## config.mk

```make
export PLATFORM = sky130hd
export DESIGN_NAME = plane_raster_walker
export DESIGN_NICKNAME = d
export VERILOG_FILES = /design/src/rtl/plane_raster_walker.sv
export SDC_FILE = /design/constraint.sdc
export NUM_CORES = 2
export LEC_CHECK = 0
export BUFFER_PORTS_ARGS = -buffer_cell sky130_fd_sc_hd__buf_2
export CORE_ASPECT_RATIO = 0.7
export CORE_MARGIN = 2
export CORE_UTILIZATION = 37
export DETAILED_ROUTE_END_ITERATION = 6
export GPL_ROUTABILITY_DRIVEN = 1
export HOLD_SLACK_MARGIN = 0.06
export SLEW_MARGIN = 20
export SYNTH_ARGS = -nofsm -noshare
export SYNTH_HDL_FRONTEND = slang
export SYNTH_SLANG_ARGS = --single-unit
```

## constraint.sdc

```tcl
create_clock -name clock -period 9.69 [get_ports clock]
set_clock_uncertainty 0.1 [all_clocks]
set_input_delay 0.969 -clock clock [delete_from_list [all_inputs] [get_ports clock]]
set_output_delay 0.969 -clock clock [all_outputs]
set_load 0.005 [all_outputs]
```

## src/rtl/plane_raster_walker.sv

```systemverilog
// Plane raster walker: walks a triangle bbox row-major and emits x*ddx + y*ddy + c per pixel.
// Optional build macro INTERP_CLAMP_EN clamps pix_interp to the 8-bit colour channel range.
module plane_raster_walker #(
    parameter int FRAC_BITS = 8,
    parameter int COORD_W   = 11
) (
    input  logic               clock,
    input  logic               reset_n,
    input  logic               in_valid,
    output logic               in_ready,
    input  logic [31:0]        in_ddx,
    input  logic [31:0]        in_ddy,
    input  logic [31:0]        in_c,
    input  logic [COORD_W-1:0] in_x_min,
    input  logic [COORD_W-1:0] in_x_max,
    input  logic [COORD_W-1:0] in_y_min,
    input  logic [COORD_W-1:0] in_y_max,
    input  logic               abort,
    output logic               pix_valid,
    input  logic               pix_ready,
    output logic [COORD_W-1:0] pix_x,
    output logic [COORD_W-1:0] pix_y,
    output logic [31:0]        pix_interp,
    output logic               pix_last,
    output logic               tri_done
);

`ifdef INTERP_CLAMP_EN
    localparam bit CLAMP_EN = 1'b1;
`else
    localparam bit CLAMP_EN = 1'b0;
`endif
    localparam logic [31:0] CLAMP_MAX = 32'((255 << FRAC_BITS) | ((1 << FRAC_BITS) - 1));

    typedef enum logic [1:0] {IDLE, SETUP, WALK} state_t;

    typedef struct packed {
        logic [31:0]        ddx;
        logic [31:0]        ddy;
        logic [31:0]        c;
        logic [COORD_W-1:0] x_min;
        logic [COORD_W-1:0] x_max;
        logic [COORD_W-1:0] y_min;
        logic [COORD_W-1:0] y_max;
    } bundle_t;

    state_t             state_q, state_d;
    bundle_t            bun_q, bun_d;
    logic [31:0]        row_acc_q, row_acc_d;
    logic [31:0]        interp_q, interp_d;
    logic [COORD_W-1:0] x_q, x_d;
    logic [COORD_W-1:0] y_q, y_d;
    logic               valid_q, valid_d;
    logic               done_q, done_d;

    logic               fire;
    logic               at_x_end;
    logic               at_y_end;
    logic               empty_box;
    logic [31:0]        setup_acc;
    logic [31:0]        next_row;

    assign fire      = valid_q && pix_ready;
    assign at_x_end  = (x_q == bun_q.x_max);
    assign at_y_end  = (y_q == bun_q.y_max);
    assign empty_box = (bun_q.x_min > bun_q.x_max) || (bun_q.y_min > bun_q.y_max);
    // Low 32 bits of the product are sign-agnostic, so a plain 32-bit multiply gives the wrapped result.
    assign setup_acc = bun_q.ddx * 32'(bun_q.x_min) + bun_q.ddy * 32'(bun_q.y_min) + bun_q.c;
    assign next_row  = row_acc_q + bun_q.ddy;

    // The done cycle blocks acceptance so a new bundle never overlaps the tri_done pulse.
    assign in_ready  = (state_q == IDLE) && !done_q;
    assign pix_valid = valid_q;
    assign pix_x     = x_q;
    assign pix_y     = y_q;
    assign pix_last  = valid_q && at_x_end && at_y_end;
    assign tri_done  = done_q;

    always_comb begin
        state_d   = state_q;
        bun_d     = bun_q;
        row_acc_d = row_acc_q;
        interp_d  = interp_q;
        x_d       = x_q;
        y_d       = y_q;
        valid_d   = valid_q;
        done_d    = 1'b0;
        case (state_q)
            IDLE: begin
                if (in_valid && in_ready) begin
                    bun_d   = '{ddx: in_ddx, ddy: in_ddy, c: in_c,
                                x_min: in_x_min, x_max: in_x_max,
                                y_min: in_y_min, y_max: in_y_max};
                    state_d = SETUP;
                end
            end
            SETUP: begin
                if (abort || empty_box) begin
                    done_d  = 1'b1;
                    state_d = IDLE;
                end else begin
                    row_acc_d = setup_acc;
                    interp_d  = setup_acc;
                    x_d       = bun_q.x_min;
                    y_d       = bun_q.y_min;
                    valid_d   = 1'b1;
                    state_d   = WALK;
                end
            end
            WALK: begin
                if (abort) begin
                    valid_d = 1'b0;
                    done_d  = 1'b1;
                    state_d = IDLE;
                end else if (fire) begin
                    if (!at_x_end) begin
                        x_d      = x_q + 1'b1;
                        interp_d = interp_q + bun_q.ddx;
                    end else if (!at_y_end) begin
                        x_d       = bun_q.x_min;
                        y_d       = y_q + 1'b1;
                        row_acc_d = next_row;
                        interp_d  = next_row;
                    end else begin
                        valid_d = 1'b0;
                        done_d  = 1'b1;
                        state_d = IDLE;
                    end
                end
            end
            default: begin
                valid_d = 1'b0;
                state_d = IDLE;
            end
        endcase
    end

    always_ff @(posedge clock or negedge reset_n) begin
        if (!reset_n) begin
            state_q   <= IDLE;
            bun_q     <= '0;
            row_acc_q <= '0;
            interp_q  <= '0;
            x_q       <= '0;
            y_q       <= '0;
            valid_q   <= 1'b0;
            done_q    <= 1'b0;
        end else begin
            state_q   <= state_d;
            bun_q     <= bun_d;
            row_acc_q <= row_acc_d;
            interp_q  <= interp_d;
            x_q       <= x_d;
            y_q       <= y_d;
            valid_q   <= valid_d;
            done_q    <= done_d;
        end
    end

    // Clamping touches only the output; the accumulators keep wrapping underneath.
    always_comb begin
        pix_interp = interp_q;
        if (CLAMP_EN) begin
            if (interp_q[31])
                pix_interp = '0;
            else if (interp_q > CLAMP_MAX)
                pix_interp = CLAMP_MAX;
        end
    end

endmodule
```

==> load_flow_metrics.sql <==
INSERT INTO impl_metrics (metric_group, metric, value, unit) VALUES
('timing', 'final_hold_viol_count', '0', ''),
('setup_path', 'worst-endpoint-required', '10.14', 'ns'),
('synthesis', 'synth-seq-cells', '230', ''),
('setup_path', 'crit-reg2reg-launch', 'bun_q[15]$_DFFE_PN0P_', ''),
('synthesis', 'synthDominantAreaCellType', 'sky130_fd_sc_hd__fa_1', ''),
('clocking', 'holdBufCountCts', '0', ''),
('die', 'initial_core_util', '37.4', '%'),
('synthesis', 'portion_of_netlist_area_occupied_by_mux_cells', '5.73', '%'),
('run_status', 'run_status', 'complete, no violations', ''),
('setup_path', 'worstPathCellList', 'buf_4 -> nand2_1 -> fa_1 -> inv_1 -> fa_1 -> inv_1 -> fa_1 -> inv_1 -> fa_1 -> fa_1 -> fa_1 -> fa_1 -> ha_1 -> inv_1 -> a21oi_1 -> a41o_1 -> o21ai_2 -> or3_1 -> a311oi_2 -> a21o_1 -> a21oi_1 -> xnor2_1 -> o221ai_1 -> o21ai_1', ''),
('route', 'iteration_count_of_the_initial_detailed_routing_pass', '6', ''),
('route', 'detailedRoute.firstIterationViolations', '1698', ''),
('layout', 'final_nets', '4329', ''),
('clocking', 'tritoncts_clock_tree', 'built', ''),
('clocking', 'cts_buffer_depth', '3', ''),
('die', 'core_area', '84300', 'um2'),
('synthesis', 'yosysWarnings', '0', ''),
('route', 'vias', '23700', ''),
('timing', 'rsz0062_at_grt', 'false', ''),
('clocking', 'tritoncts_num_sinks', '230', ''),
('synthesis', 'yosys.area_share.simple', '14.2', '%'),
('route', 'wirelength', '92100', 'um'),
('synthesis', 'synth_top_family_by_area', 'adder cells', ''),
('synthesis', 'synthAdderAreaFrac', '40.2', '%'),
('synthesis', 'yosysSeqAreaShare', '18.3', '%'),
('grt', 'grt_first_pass_wirelength', '145000', 'um'),
('setup_path', 'crit_slowest_cell', 'sky130_fd_sc_hd__dfrtp_1', ''),
('placed_design', 'globalplace.congestion', '0.919', ''),
('layout', 'ff_latch_area', '5760', 'um2'),
('setup_path', 'worst-path-max-fanout', '14', ''),
('route', 'drt-wirelength-per-cell', '19.8', 'um'),
('route', 'ant_nets', '0', ''),
('timing', 'setup_ws', '1.79', 'ns'),
('die', 'die_w', '353', 'um'),
('layout', 'n_fill_cell', '8488', ''),
('synthesis', 'synthesis.nets', '4225', ''),
('min_path', 'worstHoldPathType', 'input pin to async pin', ''),
('synthesis', 'synthDistinctLibCells', '74', ''),
('clocking', 'clk_latency', '0.63', 'ns'),
('die', 'io_pins', '203', ''),
('route', 'via_per_inst', '5.10', ''),
('synthesis', 'synthTopCellsByArea', 'sky130_fd_sc_hd__fa_1 33%, sky130_fd_sc_hd__dfrtp_1 18%, sky130_fd_sc_hd__ha_1 6.8%', ''),
('synthesis', 'synth_enable_flop_cells', '0', ''),
('clocking', 'cts.htree.levels', '1', ''),
('layout', 'multi_input_area', '23000', 'um2'),
('placed_design', 'dp_cells', '4596', ''),
('layout', 'layout-drive-gt1-share', '13.1', '%'),
('die', 'die_area', '87500', 'um2'),
('job', 'drv_cap', '0', ''),
('placed_design', 'preCtsSetupSlack', '1.98', 'ns'),
('synthesis', 'syn-cell-area', '31500', 'um2'),
('layout', 'areaGrowthSynthToFinish', '9.92', '%'),
('clocking', 'cts_resized', '0', ''),
('synthesis', 'synth_area_in_xor_xnor', '4.05', '%'),
('grt', 'largest_net_degree_at_the_start_of_global_routing', '131', ''),
('synthesis', 'most_frequently_used_flop_master_after_synthesis', 'sky130_fd_sc_hd__dfrtp_1', ''),
('synthesis', 'synth_async_sr_flop_share', '100', '%'),
('layout', 'fin_cells', '4646', ''),
('grt', 'track_usage', '21.5', '%'),
('synthesis', 'synth_area_per_cell', '9.31', 'um2'),
('clocking', 'ctsRootBufferMaster', 'sky130_fd_sc_hd__clkbuf_16', ''),
('timing', 'fmax', '0.127', 'GHz'),
('timing', 'tns', '0', 'ns'),
('placed_design', 'buffer_ports.inserted', '202', ''),
('layout', 'layout.cells.most_common_list', '568 x sky130_fd_sc_hd__inv_1, 536 x sky130_fd_sc_hd__nand2_1, 525 x sky130_fd_sc_hd__fa_1', ''),
('timing', 'layout_min_cycle_time', '7.90', 'ns'),
('setup_path', 'cpPeakStageDelay', '0.78', 'ns'),
('synthesis', 'synth_compound_gate_area_share', '8.76', '%'),
('setup_path', 'start_kind', 'flop', ''),
('setup_path', 'critPathCaptureType', 'flop', ''),
('grt', 'grt_pass1_vias', '24500', '');
-- critical path, delay by kind of cell, from the launching register on --
kind                     cells  cell delay [ns]
flip-flops                   1             0.78
adder cells (fa/ha/maj)      8             3.84
XOR/XNOR                     1             0.22
AO/OA/AOI/OAI                8             1.76
buffers and inverters        5             0.62
AND/OR/NAND/NOR              2             0.47
-- layout make-up --
class	instances	share of cell area, %
multi-input cells	2419	66.4
flip-flops and latches	230	16.6
inverters	568	6.16
well taps	1137	4.11
repair buffers	242	3.85
clock buffers	32	2.06
clock inverters	16	0.752
diodes	2	0.0145
-- routing by layer --
layer	up-vias	wire, um	GRT usage (%)
li1	10800	-	-
met1	11900	41400	30.2
met2	854	40100	33.1
met3	144	7790	5.18
met4	8	2720	5.77
met5	-	46	0
-- synthesized netlist by cell type (all sizes together), types with 35 or more instances --
master	n
inv	568
mux2	148
fa	525
xnor2	85
nand3	35
nand2	538
ha	171
xor2	58
o21ai	119
a21o	43
and2	206
clkbuf	150
a21oi	144
nor2	101
dfrtp	230
-- metrics by stage --
stage,area [um2],hold WS [ns]
after floorplan,31500,0.354
after global placement,33700,0.371
after detailed placement,33700,0.374
after CTS,34600,0.350
after global routing,34600,0.395
final,34600,0.327
-- cells by family after synthesis --
logic type,after synthesis
muxes,162
xor gates and xnor gates,144
adders and majority gates,696
buffers and inverters,735
DFF,230
and+or+nand+nor,980
AOI/OAI and AO/OA,437
-- registers in the layout, indices dropped and copies added (netlist names) --
name / flops
row_acc_q: 32
bun_q: 140
pix_interp: 32
pix_valid: 1
state_q: 2
pix_y: 11
tri_done: 1
pix_x: 11
-- path summary, 6_finish.rpt --
| path | to | slack [ns] | cells past startpoint |
|---|---|---|---|
| min | bun_q[46]$_DFFE_PN0P_ | 0.33 | 1 |
| max in group asynchronous | bun_q[75]$_DFFE_PN0P_ | 7.85 | 2 |
| min reg2reg | row_acc_q[14]$_DFFE_PN0P_ | 0.39 | 2 |
| max reg2reg | pix_interp[28]$_DFFE_PN0P_ | 1.79 | 24 |
| min in group clock | row_acc_q[14]$_DFFE_PN0P_ | 0.39 | 2 |
| max | pix_interp[28]$_DFFE_PN0P_ | 1.79 | 24 |
Power is not shown: default switching activity piles up to over one toggle a cycle in this logic, so the estimate is an artifact.
